<file path="config.mk">
export PLATFORM = sky130hd
export DESIGN_NAME = fwd_clk_ctrl
export DESIGN_NICKNAME = d
export VERILOG_FILES = /design/src/rtl/fwd_clk_ctrl.sv
export SDC_FILE = /design/constraint.sdc
export NUM_CORES = 1
export LEC_CHECK = 0
export BUFFER_PORTS_ARGS = -buffer_cell sky130_fd_sc_hd__buf_2
export CORE_MARGIN = 3
export CORE_UTILIZATION = 58
export DETAILED_ROUTE_END_ITERATION = 6
export PLACE_DENSITY = 0.91
export SYNTH_ARGS = -nofsm -noshare
export SYNTH_HDL_FRONTEND = slang
export SYNTH_SLANG_ARGS = --single-unit
</file>
<file path="constraint.sdc">
create_clock -name clk -period 4.1 [get_ports clk]
set_input_delay 0.205 -clock clk [delete_from_list [all_inputs] [get_ports clk]]
set_output_delay 0.205 -clock clk [all_outputs]
set_load 0.05 [all_outputs]
</file>
<file path="src/rtl/fwd_clk_ctrl.sv">
// fwd_clk_ctrl: produces the D0/D1 half-cycle bits for a DDR output register
// that forwards a 50%-duty clock of period DIV clk cycles to a device pin.
// Starts, stops and ratio changes happen only on whole output periods.
module fwd_clk_ctrl #(
    parameter int unsigned DIV_WIDTH  = 8,
    parameter logic        IDLE_LEVEL = 1'b0
) (
    input  logic                 clk,
    input  logic                 reset,
    input  logic                 en,
    input  logic [DIV_WIDTH-1:0] div,
    output logic                 d0,
    output logic                 d1,
    output logic                 running,
    output logic                 period_done,
    output logic [DIV_WIDTH-1:0] active_div
);

    // Phase counts half-cycles up to 2N-1, so it needs one bit more than div.
    localparam int unsigned PH_W = DIV_WIDTH + 1;

    typedef enum logic {
        ST_IDLE = 1'b0,
        ST_RUN  = 1'b1
    } state_t;

    state_t               r_state;
    state_t               w_state_nxt;
    logic [PH_W-1:0]      r_ph;        // phase of the next pair to emit
    logic [PH_W-1:0]      w_ph_nxt;
    logic [DIV_WIDTH-1:0] r_div;       // ratio used for the next pair
    logic [DIV_WIDTH-1:0] w_div_nxt;

    logic                 w_d0_nxt;
    logic                 w_d1_nxt;
    logic                 w_pd_nxt;
    logic                 w_run_nxt;
    logic [DIV_WIDTH-1:0] w_act_nxt;

    logic [DIV_WIDTH-1:0] w_div_eff;
    logic [DIV_WIDTH-1:0] w_n;
    logic [PH_W-1:0]      w_ph;
    logic [PH_W-1:0]      w_ph_inc;
    logic [PH_W-1:0]      w_two_n;
    logic                 w_emit;
    logic                 w_boundary;

    // A ratio of zero is treated as one.
    assign w_div_eff = (div == '0) ? DIV_WIDTH'(1) : div;

    // State, phase and registered pin bits.
    always_ff @(posedge clk) begin
        if (reset) begin
            r_state     <= ST_IDLE;
            r_ph        <= '0;
            r_div       <= DIV_WIDTH'(1);
            d0          <= IDLE_LEVEL;
            d1          <= IDLE_LEVEL;
            running     <= 1'b0;
            period_done <= 1'b0;
            active_div  <= DIV_WIDTH'(1);
        end else begin
            r_state     <= w_state_nxt;
            r_ph        <= w_ph_nxt;
            r_div       <= w_div_nxt;
            d0          <= w_d0_nxt;
            d1          <= w_d1_nxt;
            running     <= w_run_nxt;
            period_done <= w_pd_nxt;
            active_div  <= w_act_nxt;
        end
    end

    // Next state and the pair to drive; a start emits phase 0 immediately so
    // the first pair lands one cycle after en is sampled.
    always_comb begin
        w_state_nxt = r_state;
        w_ph_nxt    = r_ph;
        w_div_nxt   = r_div;
        w_d0_nxt    = IDLE_LEVEL;
        w_d1_nxt    = IDLE_LEVEL;
        w_pd_nxt    = 1'b0;
        w_run_nxt   = 1'b0;
        w_act_nxt   = active_div;
        w_emit      = 1'b0;
        w_n         = r_div;
        w_ph        = r_ph;
        w_ph_inc    = '0;
        w_two_n     = '0;
        w_boundary  = 1'b0;

        case (r_state)
            ST_IDLE: begin
                if (en) begin
                    w_emit = 1'b1;
                    w_n    = w_div_eff;
                    w_ph   = '0;
                end
            end
            ST_RUN: begin
                w_emit = 1'b1;
                w_n    = r_div;
                w_ph   = r_ph;
            end
            default: begin
                w_state_nxt = ST_IDLE;
            end
        endcase

        if (w_emit) begin
            w_ph_inc   = w_ph + PH_W'(2);
            w_two_n    = {w_n, 1'b0};
            w_boundary = (w_ph_inc >= w_two_n);
            w_d0_nxt   = (w_ph < PH_W'(w_n));
            w_d1_nxt   = ((w_ph + PH_W'(1)) < PH_W'(w_n));
            w_pd_nxt   = w_boundary;
            w_run_nxt  = 1'b1;
            w_act_nxt  = w_n;
            if (w_boundary) begin
                w_ph_nxt = '0;
                if (en) begin
                    w_state_nxt = ST_RUN;
                    w_div_nxt   = w_div_eff;
                end else begin
                    w_state_nxt = ST_IDLE;
                    w_div_nxt   = w_n;
                end
            end else begin
                w_state_nxt = ST_RUN;
                w_ph_nxt    = w_ph_inc;
                w_div_nxt   = w_n;
            end
        end
    end

endmodule

</file>
==> results.ini <==
[status]
run_status = completed

[routing]
vias_per_cell = 6.01
dr.pass1.iters = 5
detail_route.iter0.violations = 136
wire_per_inst_um = 15.1
routed_wirelength_mm = 4.56
ant_nets = 0
routed-via-count = 1814
remaining_drc_errors = 0

[grt]
grt_overflow = 0
grt_antenna_before_repair = 0
grtUsageTotal = 0.230
grt_first_pass_wirelength_mm = 7.69
grt_start_max_net_pins = 37
via_count_of_the_first_global_routing_pass = 1669

[power]
report.power.total_uw = 776
p_per_area_mw_per_mm2 = 345
cell_internal_pwr_uw = 480
power_frac_comb = 0.355
total_switching_power_uw = 297
swShare = 0.382
power.sequential.fraction = 0.433
power.ir.vdd_worst_mv = 0.191
power_leakage_nw = 0.974
power.share.clock = 0.211

[die]
die_h_um = 66.1
io-pin-count = 23
die_w_um = 66.1
coreArea_mm2 = 0.00342
design.die.area_mm2 = 0.00436
rows = 21
start_util = 0.612

[timing]
worstMarginPinSlew_ns = 0.594
final_layout_worst_hold_slack_ns = 0.139
min_period_over_period = 0.861
final_critical_path_setup_slack_ns = 0.571
finalClockSkew_ns = 0.00877
max_slew_margin = 0.593
report.final.setup_viol = 0
maxClockFrequency_mhz = 283
rsz0062_at_grt = no
final.min_clock_period_ns = 3.53
totalNegativeSetupSlack_ns = 0
timing.final.hold_violations = 0
drv_slew = 0

[placement]
placer_s_final_routability_congestion_estimate = 1.01
dp_slack_ns = 0.615
detailed_place.area_mm2 = 0.00221
port_buffers = 22
dp.final_hpwl_mm = 3.41

[cells_and_area]
post_synthesis_to_final_layout_area_growth_pct = 7.72
final_layout_size_suffix_gt1_frac = 0.156
nets = 290
diodes = 0
final_instance_area_mm2 = 0.00225

[critical_path]
path_max_fanout = 10
r2r_cells = 13
timing.rr.start = r_state
worstSetupStartpointType = register
timing.reg2reg.setup_slack_ns = 0.57
crit_type = register to register
worst-endpoint-arrival_ns = 3.79
crit_path_end_kind = register
crit_required_ns = 4.36
worstReg2RegEnd = r_div[1]

[synthesis]
syn_area_mm2 = 0.00209
yosysTopAreaCellShare = 0.287
synth-main-ff-cell = sky130_fd_sc_hd__dfxtp_1
avg_cell_area_syn_um2 = 8.79
synth_largest_area_cell = sky130_fd_sc_hd__dfxtp_1
synth-warning-count = 0
synth_cells = 238
cell_types_with_the_highest_counts_after_synthesis = sky130_fd_sc_hd__dfxtp_1 (30), sky130_fd_sc_hd__ha_1 (23), sky130_fd_sc_hd__nor2_1 (23), sky130_fd_sc_hd__a21oi_1 (16)
synth-async-reset-ratio = 0
postSynthNetCount = 272
yosysMostFrequentCell = sky130_fd_sc_hd__dfxtp_1
synth_seq_cells = 30
synth.yosys.seq_area_share = 0.287
synth-edff-count = 0
synth_cell_type_count = 44
netlist_top_cells_area = sky130_fd_sc_hd__dfxtp_1 (29%), sky130_fd_sc_hd__ha_1 (14%), sky130_fd_sc_hd__mux2i_1 (7.2%), sky130_fd_sc_hd__nand2b_1 (4.5%), sky130_fd_sc_hd__nor2_1 (4.1%)

[cts]
cts-buffers-inserted = 5
clk_path_buf_depth = 2
clkTransAtPathRegs_ns = 0.09
number_of_levels_in_the_clock_h_tree = 2
clock_latency_of_the_later_clocked_register_in_the_worst_skew_pair_ns = 0.33
cts-hold-fix-buffers = 0
post_cts.resized_instances = 0
tritoncts = built
postCtsSetupBuffers = 0
number_of_sinks_driven_by_the_clock_tree = 30
clockRootBuffer = sky130_fd_sc_hd__clkbuf_4

[hold_path]
timing.hold.worst_endpoint = r_div[4]
hp-class = primary input to register
worstHoldStart = div[4]
hold-path-cell-count = 3

[job]
max-cap-violations = 0

[registers in the layout, indices dropped and copies added, names as in the netlist]
register,flops
active_div,8
d0,1
d1,1
period_done,1
r_div,8
r_ph,9
r_state,1
running,1
[routing by layer]
metal  track usage  part of all wire
met2         0.377              0.47
met1         0.287              0.43
met3        0.0442             0.071
met4         0.112             0.024
met5             0                 0
[cells in the final DEF (no fill, tap or decap), drive strengths merged]
| cell type | Yosys | final |
|---|---|---|
| a2111oi | 3 | 3 |
| a211o | 2 | 2 |
| a211oi | 10 | 10 |
| a21boi | 1 | 1 |
| a21o | 2 | 2 |
| a21oi | 16 | 16 |
| a221oi | 1 | 1 |
| a22o | 1 | 1 |
| a31o | 5 | 5 |
| a31oi | 2 | 2 |
| and2 | 8 | 8 |
| and3 | 1 | 1 |
| buf | 5 | 25 |
| clkbuf | 9 | 7 |
| dfxtp | 30 | 30 |
| ha | 23 | 23 |
| inv | 5 | 5 |
| mux2i | 15 | 15 |
| nand2 | 8 | 8 |
| nand2b | 16 | 16 |
| nand3 | 5 | 5 |
| nand4 | 8 | 8 |
| nor2 | 23 | 23 |
| nor2b | 4 | 4 |
| nor3 | 4 | 4 |
| nor3b | 2 | 2 |
| nor4 | 2 | 2 |
| o2111ai | 1 | 1 |
| o211ai | 2 | 2 |
| o21a | 1 | 1 |
| o21ai | 6 | 6 |
| o31a | 1 | 1 |
| or2 | 1 | 1 |
| or3 | 3 | 3 |
| or4 | 1 | 1 |
| xnor2 | 4 | 4 |
| xor2 | 7 | 7 |
[critical path: stages (launching register included)]
cell and delay, ns:
sky130_fd_sc_hd__dfxtp_1 0.53, sky130_fd_sc_hd__nand2b_4 0.26, sky130_fd_sc_hd__and2_1 0.23, sky130_fd_sc_hd__ha_1 0.23, sky130_fd_sc_hd__and3_1 0.25, sky130_fd_sc_hd__nand3_1 0.11
sky130_fd_sc_hd__xor2_1 0.16, sky130_fd_sc_hd__nor2_1 0.13, sky130_fd_sc_hd__ha_1 0.26, sky130_fd_sc_hd__o21ai_0 0.16, sky130_fd_sc_hd__nor2_1 0.09, sky130_fd_sc_hd__nor3_4 0.33
sky130_fd_sc_hd__a31o_1 0.48, sky130_fd_sc_hd__mux2i_1 0.24
[power groups by stage]
stage	sequential (mW)	combinational, mW	clock, mW
after floorplan	0.384	0.172	0
after global placement	0.341	0.266	0
after detailed placement	0.343	0.272	0
after CTS	0.336	0.274	0.166
after global routing	0.339	0.302	0.183
final	0.336	0.276	0.164
[how the worst max path moves through the flow]
| stage | slack, ns | to | start |
|---|---|---|---|
| 2_1_floorplan | 1.21 | r_div[0] | r_state |
| 5_1_grt | 0.30 | r_div[1] | r_state |
| 3_3_place_gp | 0.76 | r_div[4] | r_state |
| 4_1_cts | 0.59 | r_div[1] | r_state |
| 3_5_place_dp | 0.61 | r_div[3] | r_state |
| 6_report | 0.57 | r_div[1] | r_state |
[cell type report]
class / instances / area [um^2]
sequential: 30 / 601
multi-input combinational: 189 / 1400
tap: 46 / 57.6
clock buffer: 7 / 45.0
fill: 279 / 1160
timing repair buffer: 25 / 133
inverter: 5 / 18.8
[metrics by stage]
| step | utilization | std cells |
|---|---|---|
| 2_1_floorplan | - | 238 |
| 3_3_place_gp | 0.647 | 295 |
| 3_5_place_dp | 0.647 | 295 |
| 4_1_cts | 0.660 | 302 |
| 5_1_grt | 0.660 | 302 |
| 6_report | 0.660 | 302 |
[cells by family (layout without fill, tap and decap cells)]
| group | after synthesis | in the layout | synth area share |
|---|---|---|---|
| simple gates | 86 | 86 | 0.225 |
| flops | 30 | 30 | 0.287 |
| xor+xnor | 11 | 11 | 0.0461 |
| compound gates | 54 | 54 | 0.187 |
| mux | 15 | 15 | 0.0718 |
| fa+ha+maj | 23 | 23 | 0.138 |
| buf+inv | 19 | 37 | 0.0454 |
Note: power is estimated with default switching activity, not from simulation.
